### config.mk
export PLATFORM = sky130hd
export DESIGN_NAME = regfile_2r1w
export DESIGN_NICKNAME = d
export VERILOG_FILES = /design/src/rtl/riscv_pkg.sv /design/src/rtl/regfile_clear_seq.sv /design/src/rtl/regfile_2r1w.sv
export SDC_FILE = /design/constraint.sdc
export NUM_CORES = 1
export LEC_CHECK = 0
export ABC_AREA = 1
export BUFFER_PORTS_ARGS = -buffer_cell sky130_fd_sc_hd__buf_2
export CAP_MARGIN = 20
export CELL_PAD_IN_SITES_DETAIL_PLACEMENT = 1
export CELL_PAD_IN_SITES_GLOBAL_PLACEMENT = 2
export CORE_MARGIN = 4
export CORE_UTILIZATION = 40
export DETAILED_ROUTE_END_ITERATION = 7
export PLACE_DENSITY = 0.8
export SKIP_LAST_GASP = 1
export SYNTH_ARGS = -nofsm -noshare
export SYNTH_HDL_FRONTEND = slang
export SYNTH_SLANG_ARGS = --single-unit
### constraint.sdc
create_clock -name clk -period 3.4 [get_ports clk]
set_input_delay 0.68 -clock clk [delete_from_list [all_inputs] [get_ports clk]]
set_output_delay 0.68 -clock clk [all_outputs]
set_load 0.05 [all_outputs]
### src/rtl/riscv_pkg.sv
// Shared RISC-V constants and the register-file sequencer state encoding.
package riscv_pkg;

    localparam int unsigned XLEN       = 32;
    localparam int unsigned REG_ADDR_W = 5;
    localparam int unsigned REG_COUNT  = 32;

    typedef enum logic {
        CLEAR = 1'b0,
        RUN   = 1'b1
    } regfile_state_t;

endpackage

### src/rtl/regfile_clear_seq.sv
// Post-reset clear sequencer: walks every register address once, emitting a
// zero-write strobe, then enters RUN (terminal until reset) and raises ready.
module regfile_clear_seq
    import riscv_pkg::*;
#(
    parameter int unsigned DEPTH  = REG_COUNT,
    parameter int unsigned ADDR_W = REG_ADDR_W
) (
    input  logic              clk,
    input  logic              rst,
    output logic              clr_we,
    output logic [ADDR_W-1:0] clr_addr,
    output logic              ready
);

    regfile_state_t    state_q, state_d;
    logic [ADDR_W-1:0] clr_idx_q, clr_idx_d;
    logic              ready_q, ready_d;

    // Next-state: advance the clear index, leave CLEAR after the last entry.
    always_comb begin
        state_d   = state_q;
        clr_idx_d = clr_idx_q;
        ready_d   = ready_q;
        case (state_q)
            CLEAR: begin
                clr_idx_d = clr_idx_q + 1'b1;
                if (clr_idx_q == ADDR_W'(DEPTH - 1)) begin
                    state_d = RUN;
                    ready_d = 1'b1;
                end
            end
            RUN: begin
                state_d = RUN;
            end
            default: begin
                state_d = CLEAR;
            end
        endcase
    end

    // Sequencer state with registered ready.
    always_ff @(posedge clk or negedge rst) begin
        if (!rst) begin
            state_q   <= CLEAR;
            clr_idx_q <= '0;
            ready_q   <= 1'b0;
        end else begin
            state_q   <= state_d;
            clr_idx_q <= clr_idx_d;
            ready_q   <= ready_d;
        end
    end

    assign clr_we   = (state_q == CLEAR);
    assign clr_addr = clr_idx_q;
    assign ready    = ready_q;

endmodule

### src/rtl/regfile_2r1w.sv
// RISC-V integer register file, one write port and two registered read ports.
// x0 always reads as zero. The array has no reset (RAM-mappable); a clear
// sequencer zeroes it after reset before ready rises.
// Optional feature macro: REGFILE_BYPASS_EN -- same-cycle write data is
// forwarded to a read of the same (non-zero) address.
module regfile_2r1w
    import riscv_pkg::*;
#(
    parameter int unsigned WIDTH  = XLEN,
    parameter int unsigned DEPTH  = REG_COUNT,
    parameter int unsigned ADDR_W = REG_ADDR_W
) (
    input  logic              clk,
    input  logic              rst,
    input  logic              wr_en,
    input  logic [ADDR_W-1:0] wr_addr,
    input  logic [WIDTH-1:0]  wr_data,
    input  logic              rd_en,
    input  logic [ADDR_W-1:0] rs1_addr,
    input  logic [ADDR_W-1:0] rs2_addr,
    output logic [WIDTH-1:0]  rs1_data,
    output logic [WIDTH-1:0]  rs2_data,
    output logic              rd_valid,
    output logic              ready
);

    logic              clr_we;
    logic [ADDR_W-1:0] clr_addr;

    logic              mem_we;
    logic [ADDR_W-1:0] mem_waddr;
    logic [WIDTH-1:0]  mem_wdata;
    logic [WIDTH-1:0]  mem_q [DEPTH];

    logic [WIDTH-1:0]  rs1_rd, rs2_rd;
    logic [WIDTH-1:0]  rs1_data_q, rs1_data_d;
    logic [WIDTH-1:0]  rs2_data_q, rs2_data_d;
    logic              rd_valid_q, rd_valid_d;

    regfile_clear_seq #(
        .DEPTH  (DEPTH),
        .ADDR_W (ADDR_W)
    ) u_clear_seq (
        .clk      (clk),
        .rst      (rst),
        .clr_we   (clr_we),
        .clr_addr (clr_addr),
        .ready    (ready)
    );

    // Array write port: clear sequencer owns it until ready, x0 writes dropped.
    always_comb begin
        mem_we    = 1'b0;
        mem_waddr = wr_addr;
        mem_wdata = wr_data;
        if (clr_we) begin
            mem_we    = 1'b1;
            mem_waddr = clr_addr;
            mem_wdata = '0;
        end else if (ready && wr_en && (wr_addr != '0)) begin
            mem_we = 1'b1;
        end
    end

    // Storage array, intentionally without reset.
    always_ff @(posedge clk) begin
        if (mem_we) begin
            mem_q[mem_waddr] <= mem_wdata;
        end
    end

    // Combinational read value with x0 masking and optional write forwarding.
    always_comb begin
`ifdef REGFILE_BYPASS_EN
        rs1_rd = (wr_en && (wr_addr == rs1_addr)) ? wr_data : mem_q[rs1_addr];
        rs2_rd = (wr_en && (wr_addr == rs2_addr)) ? wr_data : mem_q[rs2_addr];
`else
        rs1_rd = mem_q[rs1_addr];
        rs2_rd = mem_q[rs2_addr];
`endif
        if (rs1_addr == '0) begin
            rs1_rd = '0;
        end
        if (rs2_addr == '0) begin
            rs2_rd = '0;
        end
    end

    // Read registers: capture on rd_en in RUN, otherwise hold; valid is a pulse.
    always_comb begin
        rs1_data_d = rs1_data_q;
        rs2_data_d = rs2_data_q;
        rd_valid_d = 1'b0;
        if (ready && rd_en) begin
            rs1_data_d = rs1_rd;
            rs2_data_d = rs2_rd;
            rd_valid_d = 1'b1;
        end
    end

    // Read-port output registers.
    always_ff @(posedge clk or negedge rst) begin
        if (!rst) begin
            rs1_data_q <= '0;
            rs2_data_q <= '0;
            rd_valid_q <= 1'b0;
        end else begin
            rs1_data_q <= rs1_data_d;
            rs2_data_q <= rs2_data_d;
            rd_valid_q <= rd_valid_d;
        end
    end

    assign rs1_data = rs1_data_q;
    assign rs2_data = rs2_data_q;
    assign rd_valid = rd_valid_q;

endmodule

Yosys cells after proc, flatten, opt, wreduce, memory -nomap -nowiden
Memory sizes are Yosys's and may differ from the RTL's.
Cells that the tools add are included.
{"block": "word_totals", "output_inout_bits": 66, "regBits": 72, "mem_count": 1, "ramBits": 1024}
{"memory": "mem_q", "depth": 32, "width": 32, "read_ports": 2, "rd_ports_with_merged_regs": 0, "write_ports": 1, "line": "regfile_2r1w.sv:33", "source": "logic [WIDTH-1:0] mem_q [DEPTH];"}
{"block": "op_classes", "add_sub_neg": 1, "bitwise": 1, "n_eq_ne": 1, "n_reduce_logical": 7, "mux": 11}
{"op": "$mux 32", "count": 3}
{"op": "$logic_not 5->1", "count": 2}
{"op": "$mux 1", "count": 6}
{"op": "$add 5x1->5 const B", "count": 1}
{"op": "$eq 5x5->1 const B", "count": 1}
{"op": "$mux 5", "count": 1}
{"op": "$reduce_bool 5->1", "count": 1}
{"op": "$logic_and 1x1->1", "count": 3}
{"op": "$pmux 1 s2", "count": 1}
{"op": "$reduce_and 2->1", "count": 1}
{"op": "$not 1->1", "count": 1}

Depth between registers and ports, before layout
{"block": "logic_depth", "word_depth": 6, "depth_mapped": 13, "mapped_depth_nobuf": 11}

Hierarchy
Synthesis repeated with hierarchy kept, for this count alone.
{"block": "unflattened", "cells_unflattened": 6354, "area_unflattened_um2": 54519.8}
{"module": "regfile_2r1w", "cells_per_inst": 6318, "instances": 1, "area_per_inst_um2": 54199.5}
{"module": "regfile_clear_seq", "cells_per_inst": 36, "instances": 1, "area_per_inst_um2": 320.3}

Worst setup path after synthesis
No wires, ideal clock.
{"block": "synth_timing", "path_type": "in2reg", "startpoint": "input port wr_addr[4]", "endpoint": "memory mem_q[0][0] (netlist bit) (enable)", "required_ns": 2.979, "cell_stages": 6, "slack_ns": 0.277, "t_arrival_ns": 2.701, "setup_ns": 0.421, "n_path_buf": 0, "path_cell_list": "or2_2 > o21ai_2 > inv_1 > nor2_1 > nand2_1 > nor2_1"}
{"block": "synth_via", "elab_chain_len": 6, "word_cells_on_any_way": 7, "classes_between": "mux (5); reduce/logical (2)"}
{"item": "start: declaration", "line": "regfile_2r1w.sv:16", "source": "input logic [ADDR_W-1:0] wr_addr,"}
{"item": "$reduce_bool 5->1", "line": "regfile_2r1w.sv:60", "source": "end else if (ready && wr_en && (wr_addr != '0)) begin"}
{"item": "$logic_and 1x1->1", "line": "regfile_2r1w.sv:60"}
{"item": "$mux 1", "line": "regfile_2r1w.sv:60"}
{"item": "$mux 1", "line": "regfile_2r1w.sv:56", "source": "if (clr_we) begin"}
{"item": "$mux 1", "line": "regfile_2r1w.sv:67", "source": "if (mem_we) begin"}
{"item": "$mux 1 (implied by the code)", "line": "regfile_2r1w.sv:68", "source": "mem_q[mem_waddr] <= mem_wdata;"}
{"item": "end: declaration", "line": "regfile_2r1w.sv:33"}
Parallel ways exist; a longest one is shown, timed or not.

Final worst setup path
{"block": "layout_timing", "startpoint": "register u_clear_seq.state_q", "endpoint": "memory mem_q[10][11] (netlist bit) (enable)"}
{"block": "layout_via", "elab_chain_len": 3, "word_cells_on_any_way": 4, "classes_between": "mux (4)"}
{"item": "start: declaration", "line": "regfile_clear_seq.sv:16", "source": "regfile_state_t state_q, state_d;"}
{"item": "start signal: assignment", "line": "regfile_clear_seq.sv:49", "source": "state_q <= state_d;"}
{"item": "$mux 1", "line": "regfile_2r1w.sv:56"}
{"item": "$mux 1", "line": "regfile_2r1w.sv:67"}
{"item": "$mux 1 (implied by the code)", "line": "regfile_2r1w.sv:68"}
Parallel ways exist; a longest one is shown, timed or not.

==> results_dict.tcl <==
set metrics [dict create \
    status "finished, final reports clean" \
    final_wl_um 232000 \
    static_leak_nw 25.24 \
    maximum_number_of_pins_on_one_net_before_global_route_repair 139 \
    cts.sinks 1096 \
    detail_route.first_pass.iterations 6 \
    post_synth.cell_area_avg_um2 8.757 \
    starting_density_of_the_core_pct 40.33 \
    grt_antenna_before_repair 1 \
    cts.repair.resized 0 \
    globalRouteOverflowTotal 0 \
    timing.max_slew.rel_slack_pct 32.41 \
    number_of_setup_violations_in_the_final_report 0 \
    maxSlewViolCount 0 \
    maxCapViolations 0 \
    cts.path.max_buffers 3 \
    cp-end-kind "flip-flop" \
    route.detailed.wl_per_inst_um 28.53 \
    pin_count 117 \
    post_layout_instance_area_um2 62290 \
    holdWs_ns 0.4780 \
    cts_hold_buffers 1 \
    grt_pass1_wl_um 336100 \
    die_y_um 378.1 \
    fmax_mhz 398.0 \
    post_route_cells_drive_above_1_share_pct 8.360 \
    crit-reg2reg-launch "u_clear_seq.state_q$_DFF_PN0_" \
    critPathArrivalTime_ns 2.93 \
    placed_cell_area_um2 57850 \
    rsz_0062_raised_after_global_routing "no" \
    clk_pin_slew_ns 0.06 \
    first_global_vias 48790 \
    timing.critical_path.fanout_max 25 \
    cts_max_level 4 \
    synth_area_leader_cell "edfxtp_1" \
    antenna-diode-count 0 \
    post_synth_fa_ha_maj_area_fraction_pct 0.04568 \
    drt-vias-per-instance 5.865 \
    clock-skew-final_ns 0.02287 \
    grt_use_total_pct 32.22 \
    cells_traversed_along_the_worst_timing_path "buf_4 -> o21ai_2 -> inv_1 -> nor2_1 -> nand2_1 -> nor2_4 -> buf_4" \
    layout.filler_cells 15640 \
    fp.dieArea_um2 142900 \
    clock_insertion_delay_at_the_later_pin_of_the_skew_report_ns 0.79 \
    die_width_um 378.1 \
    placedCellCount 7889 \
    cells_taking_the_most_area_after_synthesis "edfxtp_1 56%, nand2_1 21%, nand3_1 10%, dfrtp_1 3.3%, a21oi_1 2.9%" \
    timing.final.crit_share_pct 73.91 \
    synth-simple-area-share_pct 32.71 \
    yosys-mux-area-fraction_pct 0 \
    synth_top_area_share_pct 56.14 \
    setup_tns_ns 0 \
    crit_path_frequent_cell "buf_4" \
    synth-main-ff-cell "edfxtp_1" \
    cts_tree "yes" \
    report.power.total_mw 33.22 \
    post_synthesis_instance_total 6255 \
    hold_violations 0 \
    required_ns 3.81 \
    worstSetupStartpoint "u_clear_seq.state_q$_DFF_PN0_" \
    ir_drop_mv 0.3823 \
    pwr_density_cell_nw_per_um2 533.4 \
    net_count_of_the_finished_layout 6299 \
    port_buffers 116 \
    worst_path_max_delay_cell "dfrtp_2" \
    route.detailed.drc 0 \
    first_iter_violations 4545 \
    gr-usage-met2_pct 54.01 \
    share_of_the_synthesized_area_in_compound_gates_ao_oa_aoi_oai_pct 2.995 \
    grt_busiest_layer "met2" \
    synthesis.nets 6308 \
    vias 47700 \
    gp_routability_congestion 0.8068 \
    criticalPathCategory "reg -> reg" \
    synth-edff-count 1024 \
    synth.lib_cells_used.distinct 30 \
    mappedNetlistArea_um2 54780 \
    detail-route-antenna-nets 0 \
    synth-async-reset-ratio_pct 6.569 \
    placementRows 135 \
    layoutNonFillerInstCount 8133 \
    timing.critical_path.from_type "flip-flop" \
    tightest_slew_ns 1.014 \
    dominant_combinational_cell_family_by_area_after_synthesis "simple AND/OR/NAND/NOR gates" \
    gr-usage-met3_pct 4.512 \
    use_met1_pct 42.36 \
    clock-root-buffer "clkbuf_16" \
    place_hpwl_um 126500 \
    core_area_um2 135800 \
    final.min_clock_period_ns 2.513 \
    count_of_synthesis_stage_warnings_from_yosys 0 \
    synth-xor-area-share_pct 0.03198 \
    register_bit_total_from_synthesis 1096 \
    cts_inserted_buffers 133 \
    postCtsSetupBuffers 0 \
    critical-path-max-stage-delay_ns 0.45 \
    mostFrequentLayoutCell "nand2_1" \
    flow.area_growth_from_synthesis_pct 13.71 \
    hp-class "reg -> reg" \
    most_frequent_cells_in_the_layout "3062 x nand2_1, 1096 x nand3_1, 1024 x edfxtp_1" \
    holdCritStartpoint "rs2_data[30]$_DFFE_PN0P_" \
    yosysSeqAreaShare_pct 59.43 \
]
-- report_power, final --
group / switching, mW / internal [mW] / total, mW
clock network: 5.97 / 8.49 / 14.5
logic: 2.90 / 0.873 / 3.77
registers: 0.0908 / 14.9 / 15.0
total: 8.97 / 24.3 / 33.2
-- layout make-up --
class	count	area [um2]	share of cell area, %
inverters	54	250.2	0.4018
clock buffers	192	3712	5.960
clock inverters	49	660.6	1.061
well taps	1781	2228	3.578
multi-input cells	4665	19870	31.89
flip-flops and latches	1096	32550	52.26
repair buffers	296	3018	4.845
-- per-stage QoR --
step / worst slack (ns) / util (%)
2_1_floorplan: 0.2773 / -
3_5_place_dp: 0.6464 / 42.60
3_3_place_gp: 0.6218 / 42.60
4_1_cts: 0.8682 / 45.82
6_report: 0.8872 / 45.87
5_1_grt: 0.7769 / 45.87
-- path summary, 6_finish.rpt --
kind | end | slack (ns) | depth (start not counted)
min reg2reg | rs2_data[30]$_DFFE_PN0P_ | 0.48 | 2
max | mem_q[10][11]$_DFFE_PP_ | 0.89 | 7
min | rs2_data[30]$_DFFE_PN0P_ | 0.48 | 2
min in group asynchronous | rs2_data[5]$_DFFE_PN0P_ | 0.54 | 2
max in group asynchronous | rs1_data[30]$_DFFE_PN0P_ | 1.93 | 3
max reg2reg | mem_q[10][11]$_DFFE_PP_ | 0.89 | 7
-- logic make-up (layout without fill, tap and decap cells) --
logic type                 after synthesis  in the layout
AOI/OAI and AO/OA                      326            326
buffers and inverters                  494            591
DFF                                   1096           1096
adders and majority gates                2              2
xor gates and xnor gates                 2              2
and+or+nand+nor                       4335           4335
-- layer usage --
layer,wire [um],vias to the layer above
met4,9905,0
met3,15220,453
met1,95550,24300
li1,-,20990
met5,0,-
met2,111300,1959
-- critical path, delay by kind of cell, from the launching register on --
kind / cells / cell delay (ns)
AOI/OAI and AO/OA: 1 / 0.27
and+or+nand+nor: 3 / 0.65
buffers and inverters: 3 / 0.77
DFF: 1 / 0.45
-- Yosys cell counts, drive strengths merged, types with 2 or more instances --
cell    count
or2         2
inv        54
nand3    1096
edfxtp   1024
nand3b     63
o21ai       4
buf       387
clkbuf     53
a21oi     320
ha          2
nand2    3065
nand4       3
dfrtp      72
nor2      104
-- flip-flops by register name, summed over array words and instances, names as in the netlist --
| signal | cells |
|---|---|
| mem_q | 1024 |
| rs1_data | 32 |
| rs2_data | 32 |
| u_clear_seq.clr_addr | 5 |
| rd_valid | 1 |
| u_clear_seq.ready | 1 |
| u_clear_seq.state_q | 1 |
No activity file was read; power rests on OpenSTA's default activity.
